===== src/rtl/serial_cnt_loader.sv =====
// rtl/serial_cnt_loader.sv - serial-init loader and count driver for a saturating up-counter
//
// Purpose:
//   Waits for a start bit on serin, shifts in an INIT_W-bit value MSB first,
//   loads it into the downstream counter with a one-cycle ld_cnt pulse, then
//   issues cnt on every tick until the counter reports co, and finally pulses
//   done. ticks reports how many cnt pulses were issued in the frame.
//
// Ports:
//   clk     in   rising-edge clock
//   rst     in   synchronous active-high reset
//   serin   in   serial line: start bit, then INIT_W data bits MSB first
//   tick    in   count enable, one cnt per cycle while counting
//   co      in   carry-out (all ones) from the downstream counter
//   ld_cnt  out  load strobe to the counter
//   cnt     out  count strobe to the counter
//   init0   out  value loaded into the counter
//   busy    out  high in every state except IDLE
//   done    out  one-cycle completion pulse
//   ticks   out  cnt pulses issued in the current or last frame
//
// INIT_W must be at least 2.

module serial_cnt_loader #(
    parameter int   INIT_W    = 3,
    parameter logic START_LVL = 1'b0
) (
    input  logic              clk,
    input  logic              rst,
    input  logic              serin,
    input  logic              tick,
    input  logic              co,
    output logic              ld_cnt,
    output logic              cnt,
    output logic [INIT_W-1:0] init0,
    output logic              busy,
    output logic              done,
    output logic [INIT_W-1:0] ticks
);

    localparam int            BW       = $clog2(INIT_W + 1);
    localparam logic [BW-1:0] LAST_BIT = BW'(INIT_W - 1);

    typedef enum logic [2:0] {
        S_IDLE,
        S_SHIFT,
        S_LOAD,
        S_COUNT,
        S_DONE
    } state_t;

    state_t              r_state;
    state_t              w_next;
    // Only the first INIT_W-1 bits need storing; the last bit goes straight
    // from serin into init0 on the LOAD transition.
    logic [INIT_W-2:0]   r_shift;
    logic [BW-1:0]       r_bitcnt;
    logic [INIT_W-1:0]   r_init0;
    logic [INIT_W-1:0]   r_ticks;
    logic [INIT_W-1:0]   w_shift_next;
    logic                w_last_bit;

    assign w_shift_next = {r_shift, serin};
    assign w_last_bit   = (r_bitcnt == LAST_BIT);
    assign init0        = r_init0;
    assign ticks        = r_ticks;

    always_comb begin
        w_next = r_state;
        ld_cnt = 1'b0;
        cnt    = 1'b0;
        busy   = 1'b1;
        done   = 1'b0;
        case (r_state)
            S_IDLE: begin
                busy = 1'b0;
                if (serin == START_LVL) begin
                    w_next = S_SHIFT;
                end
            end
            S_SHIFT: begin
                if (w_last_bit) begin
                    w_next = S_LOAD;
                end
            end
            S_LOAD: begin
                ld_cnt = 1'b1;
                w_next = S_COUNT;
            end
            S_COUNT: begin
                // Never count into a counter that is already saturated.
                cnt = tick & ~co;
                if (co) begin
                    w_next = S_DONE;
                end
            end
            S_DONE: begin
                done   = 1'b1;
                w_next = S_IDLE;
            end
            default: begin
                busy   = 1'b0;
                w_next = S_IDLE;
            end
        endcase
    end

    always_ff @(posedge clk) begin
        if (rst) begin
            r_state  <= S_IDLE;
            r_shift  <= '0;
            r_bitcnt <= '0;
            r_init0  <= '0;
            r_ticks  <= '0;
        end else begin
            r_state <= w_next;
            case (r_state)
                S_IDLE: begin
                    if (serin == START_LVL) begin
                        r_bitcnt <= '0;
                        r_ticks  <= '0;
                    end
                end
                S_SHIFT: begin
                    r_shift  <= w_shift_next[INIT_W-2:0];
                    r_bitcnt <= r_bitcnt + BW'(1);
                    // init0 changes only here so it stays stable from LOAD
                    // until the next frame's LOAD.
                    if (w_last_bit) begin
                        r_init0 <= w_shift_next;
                    end
                end
                S_COUNT: begin
                    if (cnt) begin
                        r_ticks <= r_ticks + INIT_W'(1);
                    end
                end
                default: begin
                end
            endcase
        end
    end

endmodule

===== config.mk =====
export PLATFORM = sky130hd
export DESIGN_NAME = serial_cnt_loader
export DESIGN_NICKNAME = d
export VERILOG_FILES = /design/src/rtl/serial_cnt_loader.sv
export SDC_FILE = /design/constraint.sdc
export NUM_CORES = 1
export LEC_CHECK = 0
export CORE_MARGIN = 5
export CORE_UTILIZATION = 35
export CTS_CLUSTER_SIZE = 20
export DETAILED_ROUTE_END_ITERATION = 10
export GPL_TIMING_DRIVEN = 1
export PLACE_DENSITY = 0.58
export SYNTH_ARGS = -nofsm -noshare
export SYNTH_HDL_FRONTEND = slang
export SYNTH_SLANG_ARGS = --single-unit

===== constraint.sdc =====
create_clock -name clk -period 1.43 [get_ports clk]
set_input_delay 0.429 -clock clk [delete_from_list [all_inputs] [get_ports clk]]
set_output_delay 0.429 -clock clk [all_outputs]
set_load 0.005 [all_outputs]

* Yosys cells after proc, flatten, opt, wreduce, memory -nomap -nowiden
Cells that the tools add are included.
Word-level totals: logic and storage cells 39, output and inout port bits 10, bits in registers 13
Cells by class: $add $sub $neg 2, multiplexer cells 13, reduce and logical (&&, ||, !) cells 8, equality and inequality tests 9, bitwise operators 2
Operators by type and width (count):
- 3-bit two-way mux | 5
- 3-bit case mux with 4 select lines | 1
- 2-bit != test, second input constant | 4
- 3-bit by 2-bit == test with 1-bit output, second input constant | 2
- 3-bit case mux with 2 select lines | 1
- 3-bit AND reduction | 2
- 1-bit two-way mux | 4
- 2-bit case mux with 2 select lines | 1
- 2-bit AND reduction | 2
- 2-bit nonzero test | 2
- 4-bit OR reduction | 1
- 3-bit by 1-bit adder with 3-bit output, second input constant | 1
- 3-bit by 1-bit == test with 1-bit output, second input constant | 1
- 3-bit == test, second input constant | 1
- 3-bit zero test | 1
- 2-bit by 1-bit adder with 2-bit output, second input constant | 1
- 2-bit == test, second input constant | 1
- 2-bit two-way mux | 1
- 1-bit bitwise AND | 1
- 1-bit NOT | 1

* Depth between registers and ports, before layout
Gate-level depths: netlist (run 1).
word-level depth 5, gate-level depth with buffers 5, depth with buffers taken out 5

* Worst setup path before layout (run 1)
No wires, ideal clock.
path kind in2reg, start input port serin, end register r_ticks[2], in the netlist ticks[2], path buffers 0, arrival time 1.157 ns, stages 3, setup slack 0.152 ns, cell sequence or3_1 > a221oi_1 > o2bb2ai_1
Between the ends: longest elaborated chain between the ends 2
RTL lines:
- from (decl) | line 30 | input logic serin,
- 2-bit != test (no line)
- 3-bit AND reduction (no line)
- to (signal assigned) | line 135 | r_ticks <= r_ticks + INIT_W'(1);
- to (decl) | line 59 | logic [INIT_W-1:0] r_ticks;
No other way between the ends. A chain may end at the register's enable or synchronous reset.

* Worst setup path in the final report (run 1)
start register r_state[2], end output port cnt
Between the ends: longest elaborated chain between the ends 2
RTL lines:
- from (decl) | line 52 | state_t r_state;
- from (signal assigned) | line 116 | r_state <= w_next;
- 3-bit by 2-bit == test with 1-bit output | line 74 | case (r_state)
- 1-bit two-way mux | line 74
- to (decl) | line 34 | output logic cnt,
No other way between the ends.

==> results of run 1 <==
==> worst max-delay path, cell delays in order, from the launching register on <==
cell and delay (ns):
dfxtp_2 0.37, nand3b_4 0.13, and2b_1 0.17, buf_2 0.12
==> layer usage <==
metal,global-route usage (%),wire length [um]
met4,5.11,23
met5,0,0
met2,20.2,732
met1,15.3,695
met3,3.32,108
==> stage by stage <==
| stage | instance area, um^2 | util, % |
|---|---|---|
| floorplan | 669 | - |
| global placement | 896 | 50.8 |
| detailed placement | 896 | 50.8 |
| CTS | 961 | 54.5 |
| global route | 980 | 55.5 |
| finish | 980 | 55.5 |
==> area by class of cell <==
cell class	instances	area (um^2)	share of cell area, %
Multi-Input combinational cell	49	423	43.2
Sequential cell	13	272	27.7
Timing Repair Buffer	27	216	22.1
Tap cell	25	31.3	3.19
Clock buffer	4	26.3	2.68
Inverter	3	11.3	1.15
==> registers in the layout (all words and copies together) (netlist names) <==
name	count
init0	3
r_bitcnt	2
r_shift	2
ticks	3
r_state	3
==> power by group through the flow <==
stage | registers, mW | clock network, mW | logic, mW
final | 0.384 | 0.223 | 0.111
after floorplan | 0.386 | 0 | 0.0629
after global placement | 0.391 | 0 | 0.0985
after global routing | 0.387 | 0.255 | 0.121
after CTS | 0.384 | 0.231 | 0.104
after detailed placement | 0.391 | 0 | 0.100
==> cell usage after synthesis <==
cell type  count
a211oi_1       3
a21oi_1        3
a21oi_2        1
a221oi_1       1
a31oi_1        1
and2_2         1
and2b_1        1
and4bb_4       1
buf_1          1
buf_2          1
buf_4          1
buf_6          1
dfxtp_1       13
ha_1           2
inv_1          3
mux2i_1        6
nand2b_1       3
nand3b_4       1
nand4b_1       1
nor2_1         9
nor2b_1        2
nor3_1         2
nor3b_1        2
nor3b_2        1
nor4_1         1
o21a_1         2
o2bb2ai_1      1
o31ai_1        1
or3_1          1
or3b_1         1
xnor2_1        1
==> logic make-up after synthesis <==
| group | share of synthesized area (%) |
|---|---|
| AOI/OAI and AO/OA | 13.8 |
| xor gates and xnor gates | 1.31 |
| adders and majority gates | 3.74 |
| buffers and inverters | 5.79 |
| DFF | 38.9 |
| muxes | 8.97 |
| and+or+nand+nor | 27.5 |
==> how the worst max path moves through the flow <==
stage	endpoint	startpoint	slack, ns	cells after the start
floorplan	ticks[2]$_SDFFE_PP0P_	serin	0.15	3
global route	cnt	r_state[2]$_SDFFE_PP0P_	-0.12	3
CTS	cnt	r_state[2]$_SDFFE_PP0P_	-0.07	3
finish	cnt	r_state[2]$_SDFFE_PP0P_	-0.06	3
detailed placement	cnt	tick	-0.71	4
global placement	cnt	tick	-0.67	4
==> timing repair <==
item                       in CTS  in global routing
setup endpoints to repair      13                  9
gates cloned                    0                  0
resized for setup              41                  4
hold endpoints to repair        0                  0
buffers inserted                2                  0
pin swaps                       3                  3
==> results.yml, run 1 <==
global_routing:
  grt.total_usage_pct: 12.4
  overflow: 0
  grt_max_degree: 10
  antenna_found_initial: 0
  grt_first_pass_wirelength_mm: 2.55
  grt_pass1_vias: 545
setup_path:
  critPathArrivalTime_ns: 1.06
  crit_type: "register to output port"
  r2r_end: "ticks[1]$_SDFFE_PP0P_"
  cp-end-kind: "output port"
  r2r_start: "r_state[1]$_SDFFE_PP0P_"
  critPathMaxFanout: 4
  start_kind: "register"
  worstPathRequired_ns: 1.00
  r2r_cells: 4
  rrSetupSlack_ns: 0.06
finish:
  drive_above_1_share_pct: 38.5
  area_growth_pct: 46.4
  layout_common_cells: "buf_4 (11), nor2_1 (8), dfxtp_1 (8), dlygate4sd2_1 (7), mux2i_1 (6)"
  fin_nets: 104
  final_cell_count_no_fill: 121
  n_antenna_cell: 0
  fill_cells: 175
  final_common_cell: "buf_4"
logic_synthesis:
  syn_nets: 76
  synth.area.top_cells: "dfxtp_1 (39%), mux2i_1 (9.0%), nor2_1 (5.0%), ha_1 (3.7%), a211oi_1 (3.4%)"
  synth.avg_cell_area_um2: 9.70
  synth_top_area_share_pct: 38.9
  yosysWarningCount: 0
  synth_area_um2: 669
  synth_area_leader_cell: "dfxtp_1"
  synth_seq_cells: 13
  synth_cells: 69
  yosysSeqAreaShare_pct: 38.9
  ys_types: 31
worst_hold_path:
  worstHoldEndpoint: "r_bitcnt[0]$_SDFFE_PP0P_"
  min_from: "r_bitcnt[0]$_SDFFE_PP0P_"
  whs_path_depth: 1
  hold_class: "register to register"
status:
  failed_checks: "setup timing"
  status: "complete, but fails checks"
cts:
  clk_pin_slew_ns: 0.08
  cts_root_buf: "clkbuf_4"
  cts_hold_buf: 0
  cts_made_buffers: 3
  cts_sinks: 13
  insertion_delay_ns: 0.27
  clk_path_buf_depth: 2
  cts_tree: "done"
  htreeDepth: 1
sta:
  hold_slack_ns: 0.474
  setup-tns-final_ns: -0.0577
  finalClockSkew_ns: 0.00617
  finalWorstSetupSlack_ns: -0.0564
  fin_crit_sh_pct: 104
  hold_viol_final: 0
  worst_slew_pin_slew_ns: 0.297
  fmaxAchievable_mhz: 673
  setup_viol: 2
  grt_setup_unrepaired: "yes"
  period_minus_slack_ns: 1.49
  slew_viol_final: 0
  maxSlewHeadroom_pct: 80.1
floorplanning:
  row_count: 15
  coreArea_mm2: 0.00176
  io_pins: 15
  die_area_mm2: 0.00289
  start_util_pct: 37.9
  die_w_um: 53.7
  fp.dieH_um: 53.7
route:
  drtPass1Iterations: 4
  drtIter0Drc: 2
  post-route-drc-count: 0
  num_vias: 582
  wl_per_cell_um: 12.9
  wl_mm: 1.56
  postRouteAntennaNets: 0
  via_per_inst: 4.81
flow_run:
  cap_violations: 0
power:
  peakVddDrop_mv: 0.530
  p_sw_mw: 0.178
  pwr-share-clk_pct: 31.0
  p_per_area_mw_per_mm2: 734
  comb_power_share_pct: 15.5
  power.total_mw: 0.719
  p_leak_nw: 0.435
  p_int_mw: 0.541
  p_sw_share_pct: 24.7
  pwr-share-seq_pct: 53.5
placement:
  dp.cells: 115
  dp_slack_ns: -0.710
  dp_hpwl_mm: 1.11
  gp_congestion: 0.726
  numPortBuffers: 14
(Power assumes the default switching activity.)
==> inputs of run 2 (changes only) <==
--- a/config.mk
+++ b/config.mk
@@ -11,6 +11,7 @@
 export DETAILED_ROUTE_END_ITERATION = 10
 export GPL_TIMING_DRIVEN = 1
 export PLACE_DENSITY = 0.58
+export RECOVER_POWER = 25
 export SYNTH_ARGS = -nofsm -noshare
 export SYNTH_HDL_FRONTEND = slang
 export SYNTH_SLANG_ARGS = --single-unit
==> constraint.sdc (replaced) <==
create_clock -name clk -period 1.9 [get_ports clk]
set_input_delay 0.57 -clock clk [delete_from_list [all_inputs] [get_ports clk]]
set_output_delay 0.57 -clock clk [all_outputs]
set_load 0.005 [all_outputs]
==> run 2 against run 1 <==
The flow now finishes without violations. Total power is 28% lower. Count of clock-buffer cells in the layout stayed put. Final cell count is 4.1% lower. Die area stayed put. Register-to-register slack better by 0.44 ns. Hold slack better by 0.0017 ns. Final area is 7.7% lower. Setup slack better by 0.098 ns. Core utilization is 4.3 points lower. Sequential cell count stayed put. Sequential share of layout area is 1.7 points higher. Clock power is 27% lower. Largest power group unchanged.
==> results.yml, run 2 (synthesized netlist as in run 1, its figures left out) <==
sta:
  setup_viol: 0
  period_minus_slack_ns: 1.86
  setup-tns-final_ns: 0
  hold_viol_final: 0
  finalWorstSetupSlack_ns: 0.0417
  grt_setup_unrepaired: "no"
  maxSlewHeadroom_pct: 78.1
  worst_slew_pin_slew_ns: 0.327
  slew_viol_final: 0
  hold_slack_ns: 0.476
  fmaxAchievable_mhz: 538
  fin_crit_sh_pct: 97.8
  finalClockSkew_ns: 0.00612
setup_path:
  start_kind: "primary input"
  max_stage_delay_ns: 0.25
  cp_cell_sequence: "dlygate4sd2_1, nor2b_4, and2b_1, clkdlybuf4s15_2"
  worstPathRequired_ns: 1.33
  cp_slowest_cell: "dlygate4sd2_1"
  crit_type: "primary input to output port"
  critPathMaxFanout: 2
  critPathArrivalTime_ns: 1.29
  cp-end-kind: "output port"
placement:
  dp_hpwl_mm: 1.02
  dpl_cell_area_um2: 873
  dp.cells: 112
  gp_congestion: 0.721
  numPortBuffers: 14
  dp_slack_ns: -0.501
route:
  wl_per_cell_um: 11.5
  post-route-drc-count: 0
  wl_mm: 1.34
  drtIter0Drc: 3
  postRouteAntennaNets: 0
  via_per_inst: 4.83
  drtPass1Iterations: 4
  num_vias: 560
finish:
  n_antenna_cell: 0
  post-route-cell-area_um2: 905
  regArea_um2: 267
  fin_nets: 99
  final_common_cell: "dfxtp_1"
  multi_input_area_um2: 378
  fill_cells: 183
  drive_above_1_share_pct: 22.0
  area_growth_pct: 35.1
  fin_util_pct: 51.3
  layout_common_cells: "dfxtp_1 (10), nor2_1 (9), clkdlybuf4s50_1 (7), buf_4 (7), mux2i_1 (6)"
  final_cell_count_no_fill: 116
global_routing:
  grt_max_degree: 10
  overflow: 0
  grt_first_pass_wirelength_mm: 2.37
  grt.total_usage_pct: 11.3
  antenna_found_initial: 0
  grt_pass1_vias: 540
cts:
  clk_pin_slew_ns: 0.07
  insertion_delay_ns: 0.27
  cts_tree: "done"
  cts_sinks: 13
  htreeDepth: 1
  clk_path_buf_depth: 2
  cts_root_buf: "clkbuf_4"
  cts_made_buffers: 3
power:
  p_leak_nw: 0.371
  power.total_mw: 0.521
  p_per_area_mw_per_mm2: 576
  peakVddDrop_mv: 0.392
floorplanning:
  io_pins: 15
  start_util_pct: 37.9
  fp.dieH_um: 53.7
  row_count: 15
  die_w_um: 53.7
  die_area_mm2: 0.00289
  coreArea_mm2: 0.00176
flow_run:
  cap_violations: 0
worst_hold_path:
  hold_class: "register to register"
status:
  status: "finished clean"
[run 2: cell types whose count changed in the layout (fill, tap and decap cells not counted), sizes merged]
cell           previous run  this run
clkdlybuf4s50             2         7
dlygate4sd2               7         5
clkbuf                    4         5
dlygate4sd3               0         1
buf                      17         7
[run 2: path summary, 6_finish.rpt]
check | from | endpoint | slack (ns) | cells after the start
worst max-delay path | tick | cnt | 0.04 | 4
worst min-delay path | r_bitcnt[0]$_SDFFE_PP0P_ | r_bitcnt[0]$_SDFFE_PP0P_ | 0.48 | 1
worst max register to register | r_state[1]$_SDFFE_PP0P_ | ticks[1]$_SDFFE_PP0P_ | 0.50 | 4
worst min register to register | r_bitcnt[0]$_SDFFE_PP0P_ | r_bitcnt[0]$_SDFFE_PP0P_ | 0.48 | 1
[run 2: timing repair]
| action | CTS | global route |
|---|---|---|
| endpoints found under the setup margin | 4 | 0 |
| setup buffers | 0 | 0 |
| hold buffers | 0 | 0 |
| resized for setup | 14 | 0 |
[run 2: area by class of cell]
cell class                      instances  share of cell area (%)
Timing Repair Buffer                   22                    21.2
Tap cell                               25                    3.46
Multi-Input combinational cell         49                    41.8
Clock buffer                            4                    2.90
Inverter                                3                    1.24
Sequential cell                        13                    29.5
[run 2: metal layers]
layer / global-route usage, % / vias up / share of wire (%)
li1: - / 292 / -
met3: 3.60 / 2 / 3.4
met4: 5.11 / 0 / 0.90
met2: 16.7 / 8 / 47
met1: 14.9 / 258 / 48
met5: 0 / - / 0
[run 2: where the power goes]
part / switching, mW / internal, mW
clock network: 0.0816 / 0.0812
registers: 0.00766 / 0.280
logic: 0.0324 / 0.0386
[run 2: worst max-delay path, delay by kind of cell]
family	cells	cell delay, ns
buffers and inverters	2	0.45
AND/OR/NAND/NOR	2	0.27
==> inputs of run 3 (changes only) <==
--- a/config.mk
+++ b/config.mk
@@ -6,11 +6,11 @@
 export NUM_CORES = 1
 export LEC_CHECK = 0
 export CORE_MARGIN = 5
-export CORE_UTILIZATION = 35
+export CORE_UTILIZATION = 32
 export CTS_CLUSTER_SIZE = 20
 export DETAILED_ROUTE_END_ITERATION = 10
 export GPL_TIMING_DRIVEN = 1
-export PLACE_DENSITY = 0.58
+export PLACE_DENSITY = 0.54
 export RECOVER_POWER = 25
 export SYNTH_ARGS = -nofsm -noshare
 export SYNTH_HDL_FRONTEND = slang
==> run 3 against run 2 <==
Die area up 7.6%. Sequential power about the same. Critical endpoint unchanged. Hold slack worse by 0.0079 ns. Sequential cell count unchanged. Wire length up 4.7%. Core utilization down 4.2 points.
==> results.yml, run 3 (synthesized netlist as in run 1, its figures left out) <==
setup_path:
  start_kind: "primary input"
  crit_type: "primary input to output port"
  max_stage_delay_ns: 0.28
  cp.depth: 4
  r2r_cells: 4
  critPathMaxFanout: 2
  worstPathRequired_ns: 1.33
  cp_cell_sequence: "dlygate4sd2_1, nor2b_4, and2b_1, clkdlybuf4s15_2"
  critPathArrivalTime_ns: 1.29
  cp_slowest_cell: "dlygate4sd2_1"
  cp-end-kind: "output port"
  critPathBufInv: 2
  crit_family: "buffers and inverters"
power:
  p_leak_nw: 0.384
  p_per_area_mw_per_mm2: 564
  peakVddDrop_mv: 0.388
  power.total_mw: 0.527
sta:
  maxSlewHeadroom_pct: 78.2
  finalClockSkew_ns: 0.00370
  setup_viol: 0
  worst_slew_pin_slew_ns: 0.325
  setup-tns-final_ns: 0
  slew_viol_final: 0
  grt_setup_unrepaired: "no"
  hold_slack_ns: 0.468
  fin_crit_sh_pct: 97.9
  period_minus_slack_ns: 1.86
  fmaxAchievable_mhz: 538
  hold_viol_final: 0
placement:
  gp_congestion: 0.744
  numPortBuffers: 14
  dp_hpwl_mm: 1.08
  dpl_cell_area_um2: 883
finish:
  fill_cells: 206
  fin_nets: 101
  layout_common_cells: "dfxtp_1 (10), buf_4 (9), nor2_1 (8), clkdlybuf4s50_1 (7), mux2i_1 (6)"
  fin_util_pct: 47.1
  area_growth_pct: 39.4
  final_common_cell: "dfxtp_1"
  drive_above_1_share_pct: 25.8
  n_antenna_cell: 0
  post-route-cell-area_um2: 933
global_routing:
  grt_pass1_vias: 569
  grt_first_pass_wirelength_mm: 2.40
  grt.total_usage_pct: 9.54
  grt_max_degree: 10
  antenna_found_initial: 0
  overflow: 0
status:
  status: "finished clean"
cts:
  cts_made_buffers: 3
  clk_path_buf_depth: 2
  cts_root_buf: "clkbuf_4"
  clk_pin_slew_ns: 0.07
  htreeDepth: 1
  cts_tree: "done"
  cts_sinks: 13
  insertion_delay_ns: 0.27
route:
  via_per_inst: 4.60
  met1_length_um: 717
  wl_mm: 1.40
  routed-wl-met2_um: 645
  postRouteAntennaNets: 0
  wl_per_cell_um: 11.7
  drtIter0Drc: 5
  post-route-drc-count: 0
  top_layer: "met3"
  drtPass1Iterations: 4
  routed-wl-met3_um: 37
  num_vias: 552
floorplanning:
  fp.dieH_um: 55.7
  io_pins: 15
  die_area_mm2: 0.00311
  row_count: 16
  coreArea_mm2: 0.00198
  start_util_pct: 33.8
  die_w_um: 55.7
worst_hold_path:
  whs_path_depth: 1
  hold_class: "register to register"
flow_run:
  cap_violations: 0
run 3: path summary, 6_finish.rpt:
kind / from / end / slack, ns
max: co / cnt / 0.04
max reg2reg: r_state[1]$_SDFFE_PP0P_ / ticks[1]$_SDFFE_PP0P_ / 0.47
min: r_bitcnt[0]$_SDFFE_PP0P_ / r_bitcnt[0]$_SDFFE_PP0P_ / 0.47
min reg2reg: r_bitcnt[0]$_SDFFE_PP0P_ / r_bitcnt[0]$_SDFFE_PP0P_ / 0.47
run 3: layout make-up:
cell class	instances	area (um^2)	area share, %
clock buffers	4	26.3	2.82
inverters	3	11.3	1.21
well taps	27	33.8	3.62
repair buffers	24	208	22.3
flip-flops and latches	13	269	28.8
multi-input cells	49	385	41.3
run 3: routing by layer:
metal	vias to the layer above	global-route usage [%]
met2	8	14.4
met3	0	2.78
met5	-	0
li1	294	-
met4	0	3.13
met1	250	12.9
run 3: power breakdown:
| group | switching (mW) | internal, mW | total (mW) |
|---|---|---|---|
| registers | 0.00873 | 0.278 | 0.287 |
| logic | 0.0330 | 0.0418 | 0.0747 |
| clock network | 0.0840 | 0.0811 | 0.165 |
| total | 0.126 | 0.401 | 0.527 |
run 3: through the flow:
step           std cells  setup WS (ns)
6_report             120         0.0405
5_1_grt              120        0.00204
4_1_cts              120         0.0401
3_5_place_dp         115         -0.520
3_3_place_gp         115         -0.474
2_1_floorplan         69          0.481
run 3: repair_timing:
| action | CTS | global route |
|---|---|---|
| gates resized for setup | 17 | 1 |
| endpoints found under the setup margin | 4 | 1 |
| hold endpoints to repair | 0 | 0 |
| setup buffers | 1 | 0 |
| hold buffers | 0 | 0 |
| pin swaps | 0 | 0 |
